File: src/rtl/hazard_pkg.sv
// Shared types for the pipeline data-hazard controller: forwarding mux
// selects and the MDU tracker state encoding.
package hazard_pkg;

  typedef enum logic [1:0] {
    FWD_RF  = 2'b00,
    FWD_WB  = 2'b01,
    FWD_MEM = 2'b10
  } fwd_sel_t;

  typedef enum logic {
    IDLE = 1'b0,
    BUSY = 1'b1
  } mdu_state_t;

endpackage

File: src/rtl/hazard_unit_mdu_tracker.sv
// Tracks one in-flight multiply/divide operation: busy window, one-cycle
// done pulse and a sticky overrun flag for starts issued while busy.
module mdu_busy_tracker
  import hazard_pkg::*;
#(
  parameter int MDU_LATENCY = 4
) (
  input  logic clk_i,
  input  logic reset_i,
  input  logic start_i,
  output logic busy_o,
  output logic done_o,
  output logic overrun_o
);

  localparam int CW = (MDU_LATENCY > 2) ? $clog2(MDU_LATENCY) : 1;

  mdu_state_t    state_q, state_d;
  logic [CW-1:0] cnt_q, cnt_d;
  logic          done_q, done_d;
  logic          overrun_q, overrun_d;

  always_ff @(posedge clk_i or posedge reset_i) begin
    if (reset_i) begin
      state_q   <= IDLE;
      cnt_q     <= '0;
      done_q    <= 1'b0;
      overrun_q <= 1'b0;
    end else begin
      state_q   <= state_d;
      cnt_q     <= cnt_d;
      done_q    <= done_d;
      overrun_q <= overrun_d;
    end
  end

  // The count reaching zero marks the result-valid cycle; a start there is
  // a legal back-to-back launch rather than an overrun.
  always_comb begin
    state_d   = state_q;
    cnt_d     = cnt_q;
    done_d    = 1'b0;
    overrun_d = overrun_q;
    unique case (state_q)
      IDLE: begin
        if (start_i) begin
          state_d = BUSY;
          cnt_d   = CW'(MDU_LATENCY - 1);
        end
      end
      BUSY: begin
        if (cnt_q == '0) begin
          if (start_i) begin
            cnt_d = CW'(MDU_LATENCY - 1);
          end else begin
            state_d = IDLE;
          end
        end else begin
          cnt_d = cnt_q - CW'(1);
          if (cnt_q == CW'(1)) begin
            done_d = 1'b1;
          end
          if (start_i) begin
            overrun_d = 1'b1;
          end
        end
      end
      default: state_d = IDLE;
    endcase
  end

  assign busy_o    = (state_q == BUSY);
  assign done_o    = done_q;
  assign overrun_o = overrun_q;

endmodule

File: src/rtl/hazard_unit.sv
// Data-hazard controller: EX operand forwarding, load-use and MDU stall
// generation, and a saturating count of stalled cycles.
module hazard_unit
  import hazard_pkg::*;
#(
  parameter int REG_AW      = 5,
  parameter int NUM_SRC     = 2,
  parameter int MDU_LATENCY = 4,
  parameter int CNT_W       = 32
) (
  input  logic                            clk_i,
  input  logic                            reset_i,
  input  logic [NUM_SRC-1:0][REG_AW-1:0]  dec_ex_src_i,
  input  logic [NUM_SRC-1:0][REG_AW-1:0]  if_dec_src_i,
  input  logic [NUM_SRC-1:0]              if_dec_src_used_i,
  input  logic [REG_AW-1:0]               dec_ex_rd_i,
  input  logic                            dec_ex_memread_i,
  input  logic [REG_AW-1:0]               ex_mem_rd_i,
  input  logic [REG_AW-1:0]               mem_wb_rd_i,
  input  logic                            ex_mem_regwrite_i,
  input  logic                            mem_wb_regwrite_i,
  input  logic                            if_dec_mdu_op_i,
  input  logic                            mdu_start_i,
  output logic [NUM_SRC-1:0][1:0]         forward_o,
  output logic                            stall_dec_o,
  output logic                            flush_ex_o,
  output logic                            mdu_busy_o,
  output logic                            mdu_done_o,
  output logic                            mdu_overrun_o,
  output logic [CNT_W-1:0]                stall_cycles_o
);

  logic [NUM_SRC-1:0] loadUse;
  logic               loadUseHazard;
  logic               mduHazard;
  logic               stall;
  logic [CNT_W-1:0]   stall_cycles_q, stall_cycles_d;

  // Register 0 is hardwired to zero, so it never forwards or stalls.
  for (genvar i = 0; i < NUM_SRC; i++) begin : gSrc
    fwd_sel_t fwdSel;

    always_comb begin
      fwdSel = FWD_RF;
      if (ex_mem_regwrite_i && (ex_mem_rd_i != '0) && (ex_mem_rd_i == dec_ex_src_i[i])) begin
        fwdSel = FWD_MEM;
      end else if (mem_wb_regwrite_i && (mem_wb_rd_i != '0) && (mem_wb_rd_i == dec_ex_src_i[i])) begin
        fwdSel = FWD_WB;
      end
    end

    assign forward_o[i] = fwdSel;
    assign loadUse[i]   = dec_ex_memread_i && (dec_ex_rd_i != '0) &&
                          (dec_ex_rd_i == if_dec_src_i[i]) && if_dec_src_used_i[i];
  end

  mdu_busy_tracker #(
    .MDU_LATENCY (MDU_LATENCY)
  ) uTracker (
    .clk_i     (clk_i),
    .reset_i   (reset_i),
    .start_i   (mdu_start_i),
    .busy_o    (mdu_busy_o),
    .done_o    (mdu_done_o),
    .overrun_o (mdu_overrun_o)
  );

  assign loadUseHazard = |loadUse;
  assign mduHazard     = if_dec_mdu_op_i && (mdu_busy_o || mdu_start_i);
  assign stall         = loadUseHazard || mduHazard;
  assign stall_dec_o   = stall;
  assign flush_ex_o    = stall;

  always_comb begin
    stall_cycles_d = stall_cycles_q;
    if (stall && (stall_cycles_q != '1)) begin
      stall_cycles_d = stall_cycles_q + CNT_W'(1);
    end
  end

  always_ff @(posedge clk_i or posedge reset_i) begin
    if (reset_i) begin
      stall_cycles_q <= '0;
    end else begin
      stall_cycles_q <= stall_cycles_d;
    end
  end

  assign stall_cycles_o = stall_cycles_q;

endmodule

File: config.mk
export PLATFORM = sky130hd
export DESIGN_NAME = hazard_unit
export DESIGN_NICKNAME = d
export VERILOG_FILES = /design/src/rtl/hazard_pkg.sv /design/src/rtl/hazard_unit_mdu_tracker.sv /design/src/rtl/hazard_unit.sv
export SDC_FILE = /design/constraint.sdc
export NUM_CORES = 1
export LEC_CHECK = 0
export BUFFER_PORTS_ARGS = -buffer_cell sky130_fd_sc_hd__buf_2
export CAP_MARGIN = 15
export CORE_MARGIN = 3
export CORE_UTILIZATION = 40
export DETAILED_ROUTE_END_ITERATION = 6
export PLACE_DENSITY_LB_ADDON = 0.05
export SKIP_CTS_REPAIR_TIMING = 1
export SYNTH_ARGS = -nofsm -noshare
export SYNTH_HDL_FRONTEND = slang
export SYNTH_SLANG_ARGS = --single-unit
File: constraint.sdc
create_clock -name clk_i -period 1.75 [get_ports clk_i]
set_input_delay 0.2625 -clock clk_i [delete_from_list [all_inputs] [get_ports clk_i]]
set_output_delay 0.2625 -clock clk_i [all_outputs]
set_load 0.01 [all_outputs]
* Word level (Yosys, flattened, before mapping)
Cells that the tools add are included.
** Cells by class
- Add/sub/neg operators :: 2
- Equal/unequal tests :: 8
- Mux-type cells :: 13
- Bitwise gates (word level) :: 2
- Reduce and logical (&&, ||, !) cells :: 21
** Operators with widths (number)
- adder 32 x 1 -> 32 bit (second input constant) :: 1
- inequality test 32 bit (second input constant) :: 1
- == test 5 bit :: 6
- nonzero test 5 bit :: 3
- logical AND 1 bit :: 13
- 2-to-1 mux 2 bit :: 4
- 2-to-1 mux 1 bit :: 7
- one-hot mux 2 bit (2 select lines) :: 1
- AND reduction 3 bit :: 1
- == test 2 x 1 -> 1 bit (second input constant) :: 1
- logical NOT 2 bit :: 1
- logical OR 1 bit :: 2
- inverter 1 bit :: 2
- one-hot mux 1 bit (2 select lines) :: 1
- OR reduction 2 bit :: 1
- subtractor 2 x 1 -> 2 bit (second input constant) :: 1
** Word-level totals
- Flip-flop bits (word level) :: 37
- Bits of input ports :: 44
- Output and inout bits :: 41
- Word-level logic and storage cells :: 51

* Longest topological paths before layout
Gate-level depths: netlist (run 1).
- Depth in word-level cells :: 7
- Gate-level depth with buffers :: 8

* Cells and area by module
Synthesis (run 1) repeated with hierarchy kept, for this count alone.
** Unflattened totals
- Cells, all modules :: 216
- Area total of the unflattened synthesis :: 2153.3 um2
** By module, submodules not included
- hazard_unit :: times used 1, cells an instance 199, area an instance 1961.9 um2, seq. area each 800.8 um2
- mdu_busy_tracker :: times used 1, cells an instance 17, area an instance 191.4 um2, seq. area each 125.1 um2

* Worst setup path after synthesis (run 1)
Ideal clock, no wire load.
- Kind :: reg2reg
- From :: register stall_cycles_q[9], in the netlist stall_cycles_o[9]
- To :: register stall_cycles_q[25], in the netlist stall_cycles_o[25]
- Library setup time :: 0.132 ns
- Arrival :: 1.788 ns
- Required time :: 1.618 ns
- Slack :: -0.170 ns
- Cell stages (with the launch flop) :: 8
- Buffers on the path :: 0
- Period minus slack after synthesis :: 1.920 ns
- Cell sequence :: dfrtp_1 nand4_2 nor3_4 nand3_2 o311a_1 nand2_2 nor3_1 xor2_1
** Between the ends
- Longest elaborated chain between the ends :: 2
- Elaborated cells between the ends (all ways) :: 3
- Classes of those cells :: add/sub (1); eq/ne (1); reduce/logical (1)
** RTL lines
- from (decl) :: line hazard_unit.sv:37 : logic [CNT_W-1:0] stall_cycles_q, stall_cycles_d;
- from (signal assigned) :: line hazard_unit.sv:85 : stall_cycles_q <= stall_cycles_d;
- parallel branches: the longest is 2 deep, another holds adder 32 x 1 -> 32 bit
Parallel ways; which one is timed is not known.
A chain may end at the register's enable or synchronous reset.

==> run metrics, run 1 <==
Worst slew margin=69.3%; worst-skew pair later-pin latency=0.29 ns; Via Count=1,980; status=finished, violations left; synth top area cells=dfrtp_1 45%, xor2_1 13%, xnor2_1 13%; Yosys warning total=0; Worst-path clk slew=0.08 ns; Initial Util=42.7%; Yosys reg bits=37; GRT Total Usage=17.1%; Final ANT Viol Nets=0; DRT iter0 DRCs=85; worst setup path startpoint=mem_wb_rd_i[2]; die height=77.9 µm; final setup fails=3; Final WS setup=-0.0918 ns; cts bufs inserted=5; syn avg cell area=10.2 µm²; htree depth=2; unrepaired setup endpoints after global routing=yes; Tmin final=1.84 ns; Max Freq=0.543 GHz; Cell Area, Synth=2070 µm²; Startpoint Class=primary input; MaxCap Viol Count=0; clock sink count=37; crit path capture type=output port; Max clock buf depth=2; r2r startpoint=stall_cycles_o[5]$_DFFE_PP0P_; Ports=85; grt total ovfl=0; clk_skew=0.0117 ns; top_reg_cell synth=dfrtp_1; Area Growth Syn to Fin=66.6%; largest net degree at the start of global routing=38; NumNets Final=391; Critical Path RT=1.49 ns; vias in the first global route=1,849; Crit path largest cell delay=0.54 ns; Final HPWL DP=3950 µm; Seq/Total Area, Yosys=44.7%; peak supply drop=0.945 mV; core area=4850 µm²; via density per instance=4.78; Synth top area share=44.7%; Max FO, Critical Path=2; Top cell by count, worst path=buf_6; Least-Margin Pin Slew=0.460 ns; die footprint=6070 µm²; global placement routability congestion=0.828; Leak=1.73 nW; drt drc=0; CP Cell Sequence=buf_6, buf_6, xor2_1, or4_1, nor4_2, buf_2; worst path bufs/invs=3; asr flop ratio synth=100%; crit path kind=in -> out; Post-synth EDFFs=0; Mapped Nets=247; hold crit path type=in -> async; Worst path slowest cell=or4_1; chip width=77.9 µm; Unique masters post-synth=34; root buffer cell=clkbuf_8; final hold vios=0; ANT cells=0; DR pass1 iterations=4; CTS tree=yes; worst path arrival time=1.58 ns; FP Rows=25; Routed WL per cell=12.9 µm; fin. max-slew vios=0; hold slack final=0.0687 ns; initial antenna violation count=0; top cell type by total area after synthesis=dfrtp_1; Routed WL=5330 µm; input/output buffers=84; layout cells sized above 1=56.5%; instance count of the mapped netlist=202; crit-path leading delay family=simple AND/OR/NAND/NOR gates; setup_tns=-0.138 ns; failing checks=negative setup slack; crit share post-route=105%; pwr/cell area=763 nW/µm²; first-pass GRT wire length=8510 µm
layer usage:
layer	routed length (µm)	global-route usage, %	up-vias
met5	0	0	-
met4	32	3.15	0
met1	2270	23.4	937
met3	279	4.29	5
met2	2750	27.7	47
li1	-	-	991
state kept, by name, summed over array words and instances, names as in the netlist:
name / cells
uTracker.done_o: 1
stall_cycles_o: 32
uTracker.overrun_o: 1
uTracker.cnt_q: 2
uTracker.busy_o: 1
cell usage in the layout, fill, tap and decap left out, drive strengths merged:
cell      n
clkbuf    8
nor2     13
o311a     1
and3      5
nor3      5
xnor2    30
or4       5
a21oi     2
o31a      1
a21boi    1
inv       6
nand2    15
nand4     8
nand3    16
nor4      6
ha        1
xor2     31
dfrtp    37
buf     139
a32oi     1
o21bai    1
and2      3
o21ai     6
a31oi     1
mux2      1
nor3b     1
and4      3
cell type report:
cell class / instances / area, µm²
clock buffers: 8 / 90.1
inverters: 6 / 22.5
multi-input cells: 157 / 1400
well taps: 67 / 83.8
repair buffers: 139 / 923
flip-flops and latches: 37 / 931
fillers: 371 / 1400
final timing paths:
check,to,slack [ns],cells after the start
max,forward_o[2],-0.09,6
min,stall_cycles_o[16]$_DFFE_PP0P_,0.07,3
max reg2reg,stall_cycles_o[7]$_DFFE_PP0P_,-0.01,7
min reg2reg,uTracker.overrun_o$_DFFE_PP0P_,0.49,1
max in group asynchronous,stall_cycles_o[9]$_DFFE_PP0P_,1.33,3
min in group clk_i,uTracker.busy_o$_DFF_PP0_,0.23,3
worst min-delay path: cells and delay by family:
family   cells  cell delay (ns)
buf+inv      3             0.53
synthesized netlist by cell type (all sizes together) (2+ instances only):
master  count
and4        3
and3        5
nor2       13
nand2      14
dfrtp      37
or4         5
nand3      16
inv         6
nor3        5
a21oi       2
xnor2      30
nand4       8
nor4        6
o21ai       6
buf         2
xor2       31
and2        3
metrics by stage:
| stage | total power, mW | setup slack (ns) | utilization (%) | cell area, µm² | std cells |
|---|---|---|---|---|---|
| after CTS | 2.45 | -0.189 | 62.6 | 3040 | 404 |
| after global placement | 1.82 | -0.165 | 60.7 | 2950 | 396 |
| after global routing | 2.80 | -0.151 | 71.1 | 3450 | 414 |
| final | 2.63 | -0.0918 | 71.1 | 3450 | 414 |
| after detailed placement | 1.83 | -0.209 | 60.7 | 2950 | 396 |
| after floorplan | 1.47 | -0.0826 | - | 2120 | 202 |
report_power, final:
part	internal, mW	switching (mW)
clock	0.321	0.287
combinational	0.480	0.476
sequential	0.976	0.0888
kinds of logic (layout without fill, tap and decap cells):
family	Yosys count	after routing	synth area share, %
mux	1	1	0.544
buf+inv	9	153	1.99
compound gates	14	14	4.47
xor+xnor	61	61	25.8
flops	37	37	44.7
fa+ha+maj	1	1	0.604
simple gates	79	80	21.8
(Power assumes the default switching activity.)
==> run 2: changes to the inputs <==
Settings changed: PLACE_DENSITY from default to 0.77, PLACE_DENSITY_LB_ADDON 0.05 to default.
==> run metrics, run 2 (synthesis results as in run 1) <==
status=finished, violations left (unchanged); failing checks=negative setup slack (unchanged); hold crit path type=in -> async (unchanged); unrepaired setup endpoints after global routing=yes (unchanged); Routed WL=6380 µm (was 5330 µm); Reg power frac=39.6% (was 40.5%); Leak=1.77 nW (was 1.73 nW); Worst slew margin=68.7% (was 69.3%); Non-Filler Instances=413 (was 414); pwr/cell area=784 nW/µm² (was 763 nW/µm²); peak supply drop=0.727 mV (was 0.945 mV); clk_skew=0.0143 ns (was 0.0117 ns); via density per instance=4.95 (was 4.78); fill count=362 (was 371); P_int=1.84 mW (was 1.78 mW); global placement routability congestion=0.908 (was 0.828); first-pass GRT wire length=9010 µm (was 8510 µm); commonest non-fill, non-tap cell in the layout=buf_2 (unchanged); Routed WL per cell=15.4 µm (was 12.9 µm); input/output buffers=84 (unchanged); Max FO, Critical Path=5 (was 2); Final ANT Viol Nets=0 (unchanged); final setup fails=33 (was 3); Overall Power=2.68 mW (was 2.63 mW); DR pass1 iterations=4 (unchanged); reg-to-reg endpoint=stall_cycles_o[25]$_DFFE_PP0P_ (was stall_cycles_o[7]$_DFFE_PP0P_); Post-DP Area=2980 µm² (was 2950 µm²); Final HPWL DP=4320 µm (was 3950 µm); MaxCap Viol Count=0 (unchanged); Startpoint Class=primary input (unchanged); crit share post-route=109% (was 105%); layout cells sized above 1=56.6% (was 56.5%); Area Growth Syn to Fin=65.1% (was 66.6%); initial antenna violation count=0 (unchanged); r2r startpoint=stall_cycles_o[25]$_DFFE_PP0P_ (was stall_cycles_o[5]$_DFFE_PP0P_); Ports=85 (unchanged); max FFs per register=32 (unchanged); CTS tree=yes (unchanged); crit path capture type=register (was output port); Critical Path RT=1.92 ns (was 1.49 ns); final std cell area, no fill=3420 µm² (was 3450 µm²); Max Freq=0.526 GHz (was 0.543 GHz); Max clock buf depth=2 (unchanged); setup_tns=-3.12 ns (was -0.138 ns); most frequent cells in the layout=76 x buf_2, 49 x buf_4, 33 x dfrtp_1, 31 x xor2_1, 24 x xnor2_1 (was 77 x buf_2, 45 x buf_4, 33 x dfrtp_1, 31 x xor2_1, 23 x xnor2_1); Final WS setup=-0.150 ns (was -0.0918 ns); NumNets Final=390 (was 391); grt total ovfl=0 (unchanged); ANT cells=0 (unchanged); worst-skew pair later-pin latency=0.30 ns (was 0.29 ns); crit path kind=in -> reg (was in -> out); drt drc=0 (unchanged); largest net degree at the start of global routing=38 (unchanged); placed insts=400 (was 396); final hold vios=0 (unchanged); htree depth=2 (unchanged); Tmin final=1.90 ns (was 1.84 ns); DRT iter0 DRCs=74 (was 85); GRT Total Usage=18.5% (was 17.1%); Via Count=2,044 (was 1,980); die footprint=6070 µm² (unchanged); switch share=31.5% (was 32.4%); root buffer cell=clkbuf_8 (unchanged); worst path arrival time=2.07 ns (was 1.58 ns); core area=4850 µm² (unchanged); cts bufs inserted=5 (unchanged); vias in the first global route=2,019 (was 1,849); clock sink count=37 (unchanged); FP Rows=25 (unchanged); Worst-path clk slew=0.08 ns (about the same); Clk network pwr share=27.6% (was 23.1%); Worst Setup EP=stall_cycles_o[7]$_DFFE_PP0P_ (was forward_o[2]); fin. max-slew vios=0 (unchanged); worst setup path startpoint=dec_ex_rd_i[0] (was mem_wb_rd_i[2]); Least-Margin Pin Slew=0.470 ns (was 0.460 ns); r2r worst-path depth=7 (unchanged); flop2flop setup slack=-0.07 ns (was -0.01 ns); Logic pwr share=32.9% (was 36.4%); chip width=77.9 µm (unchanged); Initial Util=42.7% (unchanged); P_sw=0.843 mW (was 0.852 mW); die height=77.9 µm (unchanged)
-- run 2: cell count changes in the layout (fill, tap and decap cells not counted), moves of 3 or more --
cell     delta
nand3_2     +3
nand3_4     -4
buf_4       +4
nor4_2      +3
nor2_4      +3
buf_6       -3
-- run 2: worst min-delay path by stage --
stage / startpoint / end / slack (ns) / cells past startpoint
after floorplan: mdu_start_i / uTracker.busy_o$_DFF_PP0_ / 0.37 / 2
after global placement: reset_i / uTracker.busy_o$_DFF_PP0_ / 0.39 / 3
after detailed placement: reset_i / uTracker.overrun_o$_DFFE_PP0P_ / 0.40 / 3
after CTS: reset_i / stall_cycles_o[22]$_DFFE_PP0P_ / 0.07 / 3
after global routing: reset_i / stall_cycles_o[30]$_DFFE_PP0P_ / 0.11 / 3
final: reset_i / uTracker.overrun_o$_DFFE_PP0P_ / 0.06 / 3
-- run 2: final cells by class --
type	instances	area [µm²]	share of cell area (%)
tap	67	83.8	2.45
sequential	37	931	27.2
multi-input combinational	157	1380	40.3
clock inverter	2	35.0	1.03
timing repair buffer	138	895	26.2
clock buffer	6	72.6	2.12
inverter	6	22.5	0.659
-- run 2: through the flow --
| stage | hold slack, ns | setup WS (ns) | util [%] |
|---|---|---|---|
| final | 0.0567 | -0.150 | 70.5 |
| after global routing | 0.112 | -0.200 | 70.5 |
| after CTS | 0.0732 | -0.153 | 63.6 |
| after detailed placement | 0.398 | -0.243 | 61.4 |
| after global placement | 0.391 | -0.170 | 61.4 |
| after floorplan | 0.366 | -0.0826 | - |
-- run 2: power groups by stage --
stage | clock (mW) | sequential, mW | combinational (mW)
floorplan | 0 | 1.14 | 0.328
global placement | 0 | 1.07 | 0.756
detailed placement | 0 | 1.08 | 0.774
CTS | 0.748 | 1.06 | 0.781
global route | 0.788 | 1.08 | 0.956
finish | 0.738 | 1.06 | 0.880
-- run 2: worst max-delay path, cell delays in order --
cell and delay (ns):
buf_2 0.13, xor2_1 0.16, nor4_1 0.34, a32oi_1 0.21
o21ai_2 0.28, o31a_1 0.30, buf_6 0.15, nand4_1 0.09
xnor2_1 0.14
-- run 2: per-layer routing --
metal  global-route usage [%]  wire length, µm  vias to the layer above
met5                        0                0                        -
met4                     6.64              108                        0
met3                     4.18              229                       15
met2                     31.4             3400                       46
met1                     22.8             2640                      993
li1                         -                -                      990
==> run 3: changes to the inputs <==
Settings changed: CAP_MARGIN 15 to 25, PLACE_DENSITY 0.77 to 0.76, SYNTH_HIERARCHICAL from default to 1.
==> run metrics, run 3 <==
flop2flop setup slack=-0.19 ns (was -0.07 ns); Yosys warning total=6 (was 0); Worst-path clk slew=0.07 ns (was 0.08 ns); asr flop ratio synth=100% (unchanged); die height=79.4 µm (was 77.9 µm); global placement routability congestion=0.845 (was 0.908); Routed WL=6280 µm (was 6380 µm); Routed WL per cell=14.3 µm (was 15.4 µm); Unique masters post-synth=31 (was 34); clk_skew=0.00645 ns (was 0.0143 ns); count leader, synth=xnor2_1 (was dfrtp_1); die footprint=6300 µm² (was 6070 µm²); Final WS setup=-0.187 ns (was -0.150 ns); MaxCap Viol Count=0 (unchanged); status=finished, violations left (unchanged); Post-synth EDFFs=0 (unchanged); pwr/cell area=741 nW/µm² (was 784 nW/µm²); fin. max-slew vios=0 (unchanged); instance count of the mapped netlist=216 (was 202); DR pass1 iterations=4 (unchanged); final hold vios=0 (unchanged); syn avg cell area=9.97 µm² (was 10.2 µm²); Synth top area share=43.0% (was 44.7%); final std cell area, no fill=3620 µm² (was 3420 µm²); hold path start=mdu_start_i; htree depth=2 (unchanged); synth top area cells=dfrtp_1 43%, xnor2_1 15%, xor2_1 9.4% (was dfrtp_1 45%, xor2_1 13%, xnor2_1 13%); core area=5170 µm² (was 4850 µm²); vias in the first global route=2,127 (was 2,019); hold path cells=3; crit path kind=reg -> reg (was in -> reg); root buffer cell=clkbuf_8 (unchanged); r2r startpoint=stall_cycles_o[0]$_DFFE_PP0P_ (was stall_cycles_o[25]$_DFFE_PP0P_); Hold Crit Endpoint=uTracker/busy_o$_DFF_PP0_; FP Rows=26 (was 25); failing checks=negative setup slack (unchanged); Seq/Total Area, Yosys=43.0% (was 44.7%); peak supply drop=0.339 mV (was 0.727 mV); Critical Path RT=1.92 ns (about the same); Overall Power=2.68 mW (about the same); reg-to-reg endpoint=stall_cycles_o[30]$_DFFE_PP0P_ (was stall_cycles_o[25]$_DFFE_PP0P_); top_reg_cell synth=dfrtp_1 (unchanged); Yosys reg bits=37 (unchanged); worst slack, placed=-0.290 ns (was -0.243 ns); Max FO, Critical Path=4 (was 5); via density per instance=5.01 (was 4.95); Final HPWL DP=4730 µm (was 4320 µm); commonest non-fill, non-tap cell in the layout=buf_2 (unchanged); crit path capture type=register (unchanged); Startpoint Class=register (was primary input); initial antenna violation count=0 (unchanged); ANT cells=0 (unchanged); placed insts=423 (was 400); Final ANT Viol Nets=0 (unchanged); final setup fails=16 (was 33); top cell type by total area after synthesis=dfrtp_1 (unchanged); unrepaired setup endpoints after global routing=yes (unchanged); Area Growth Syn to Fin=68.2% (was 65.1%); Ports=85 (unchanged); crit share post-route=111% (was 109%); r2r worst-path depth=7 (unchanged); input/output buffers=84 (unchanged); Mapped Nets=261 (was 247); largest net degree at the start of global routing=33 (was 38); most frequent cells in the layout=73 x buf_2, 59 x buf_4, 36 x xnor2_1, 31 x dfrtp_1, 22 x xor2_1 (was 76 x buf_2, 49 x buf_4, 33 x dfrtp_1, 31 x xor2_1, 24 x xnor2_1); Post-DP Area=3130 µm² (was 2980 µm²); Least-Margin Pin Slew=0.428 ns (was 0.470 ns); chip width=79.4 µm (was 77.9 µm); setup_tns=-1.19 ns (was -3.12 ns); Leak=1.73 nW (was 1.77 nW); Max clock buf depth=2 (unchanged); Initial Util=41.6% (was 42.7%); hold crit path type=in -> reg (was in -> async); Post-synth top cells=38 x xnor2_1, 37 x dfrtp_1, 23 x xor2_1, 19 x nand4_1, 18 x nand2_1 (was 37 x dfrtp_1, 31 x xor2_1, 30 x xnor2_1, 15 x nand3_1); clock sink count=37 (unchanged); DRT iter0 DRCs=30 (was 74); NumNets Final=414 (was 390); max FFs per register=32 (unchanged); GRT Total Usage=18.8% (was 18.5%); CTS tree=yes (unchanged); first-pass GRT wire length=9470 µm (was 9010 µm); layout cells sized above 1=55.8% (was 56.6%); worst-skew pair later-pin latency=0.28 ns (was 0.30 ns); Max Freq=0.516 GHz (was 0.526 GHz); Worst slew margin=71.3% (was 68.7%); drt drc=0 (unchanged); Via Count=2,198 (was 2,044); Tmin final=1.94 ns (was 1.90 ns); Non-Filler Instances=439 (was 413); grt total ovfl=0 (unchanged); Cell Area, Synth=2150 µm² (was 2070 µm²); worst path arrival time=2.11 ns (was 2.07 ns); fill count=387 (was 362); cts bufs inserted=5 (unchanged)
==> run 3: cell types whose count changed in the layout (fill, tap and decap cells not counted), moves of 4 or more <==
cell / previous run / this run
buf_4: 49 / 59
nand2_1: 7 / 14
nand2_4: 5 / 0
nand4_1: 7 / 19
nor2_4: 4 / 0
xnor2_1: 24 / 36
xnor2_2: 6 / 2
xor2_1: 31 / 22
==> run 3: area by class of cell <==
class	instances	area, µm²	area share (%)
clock buffers	7	86.3	2.38
inverters	6	22.5	0.622
flip-flops and latches	37	933	25.8
repair buffers	150	1020	28.1
multi-input cells	169	1470	40.7
well taps	70	87.6	2.42
==> run 3: cell families after synthesis <==
family | share of synthesized area [%]
buf+inv | 2.09
compound gates | 5.11
flops | 43.0
simple gates | 24.4
xor+xnor | 24.8
fa+ha+maj | 0.581
==> run 3: worst max-delay path by stage <==
stage,from,to,slack (ns),depth (start not counted)
floorplan,stall_cycles_o[10]$_DFFE_PP0P_,stall_cycles_o[26]$_DFFE_PP0P_,-0.10,6
global placement,dec_ex_rd_i[1],stall_cycles_o[7]$_DFFE_PP0P_,-0.20,7
detailed placement,dec_ex_rd_i[1],stall_cycles_o[27]$_DFFE_PP0P_,-0.29,8
CTS,stall_cycles_o[0]$_DFFE_PP0P_,stall_cycles_o[4]$_DFFE_PP0P_,-0.25,9
global route,stall_cycles_o[0]$_DFFE_PP0P_,stall_cycles_o[22]$_DFFE_PP0P_,-0.25,7
finish,stall_cycles_o[0]$_DFFE_PP0P_,stall_cycles_o[30]$_DFFE_PP0P_,-0.19,7
==> run 3: per-stage QoR <==
step	utilization, %	hold WS, ns
final	70.0	0.227
after global routing	70.0	0.255
after CTS	62.1	-0.127
after detailed placement	60.5	0.189
after global placement	60.5	0.176
after floorplan	-	0.0410
==> run 3: power breakdown <==
part / switching (mW) / internal [mW]
logic: 0.489 / 0.518
registers: 0.106 / 0.986
clock network: 0.271 / 0.312
==> run 3: metal layers <==
metal  up-vias  wire length, µm  GRT usage [%]
met2        66             3310           33.9
li1       1072                -              -
met1      1053             2600           22.7
met4         0               70           5.84
met3         7              301           3.50
met5         -                0              0
==> run 3: worst max-delay path, cell delays in order, from the launching register on <==
cell and delay (ns):
dfrtp_2 0.39, ha_4 0.16, buf_6 0.11, nand4_1 0.13
or3_4 0.38, a311oi_4 0.36, nand4_1 0.16, xnor2_1 0.16
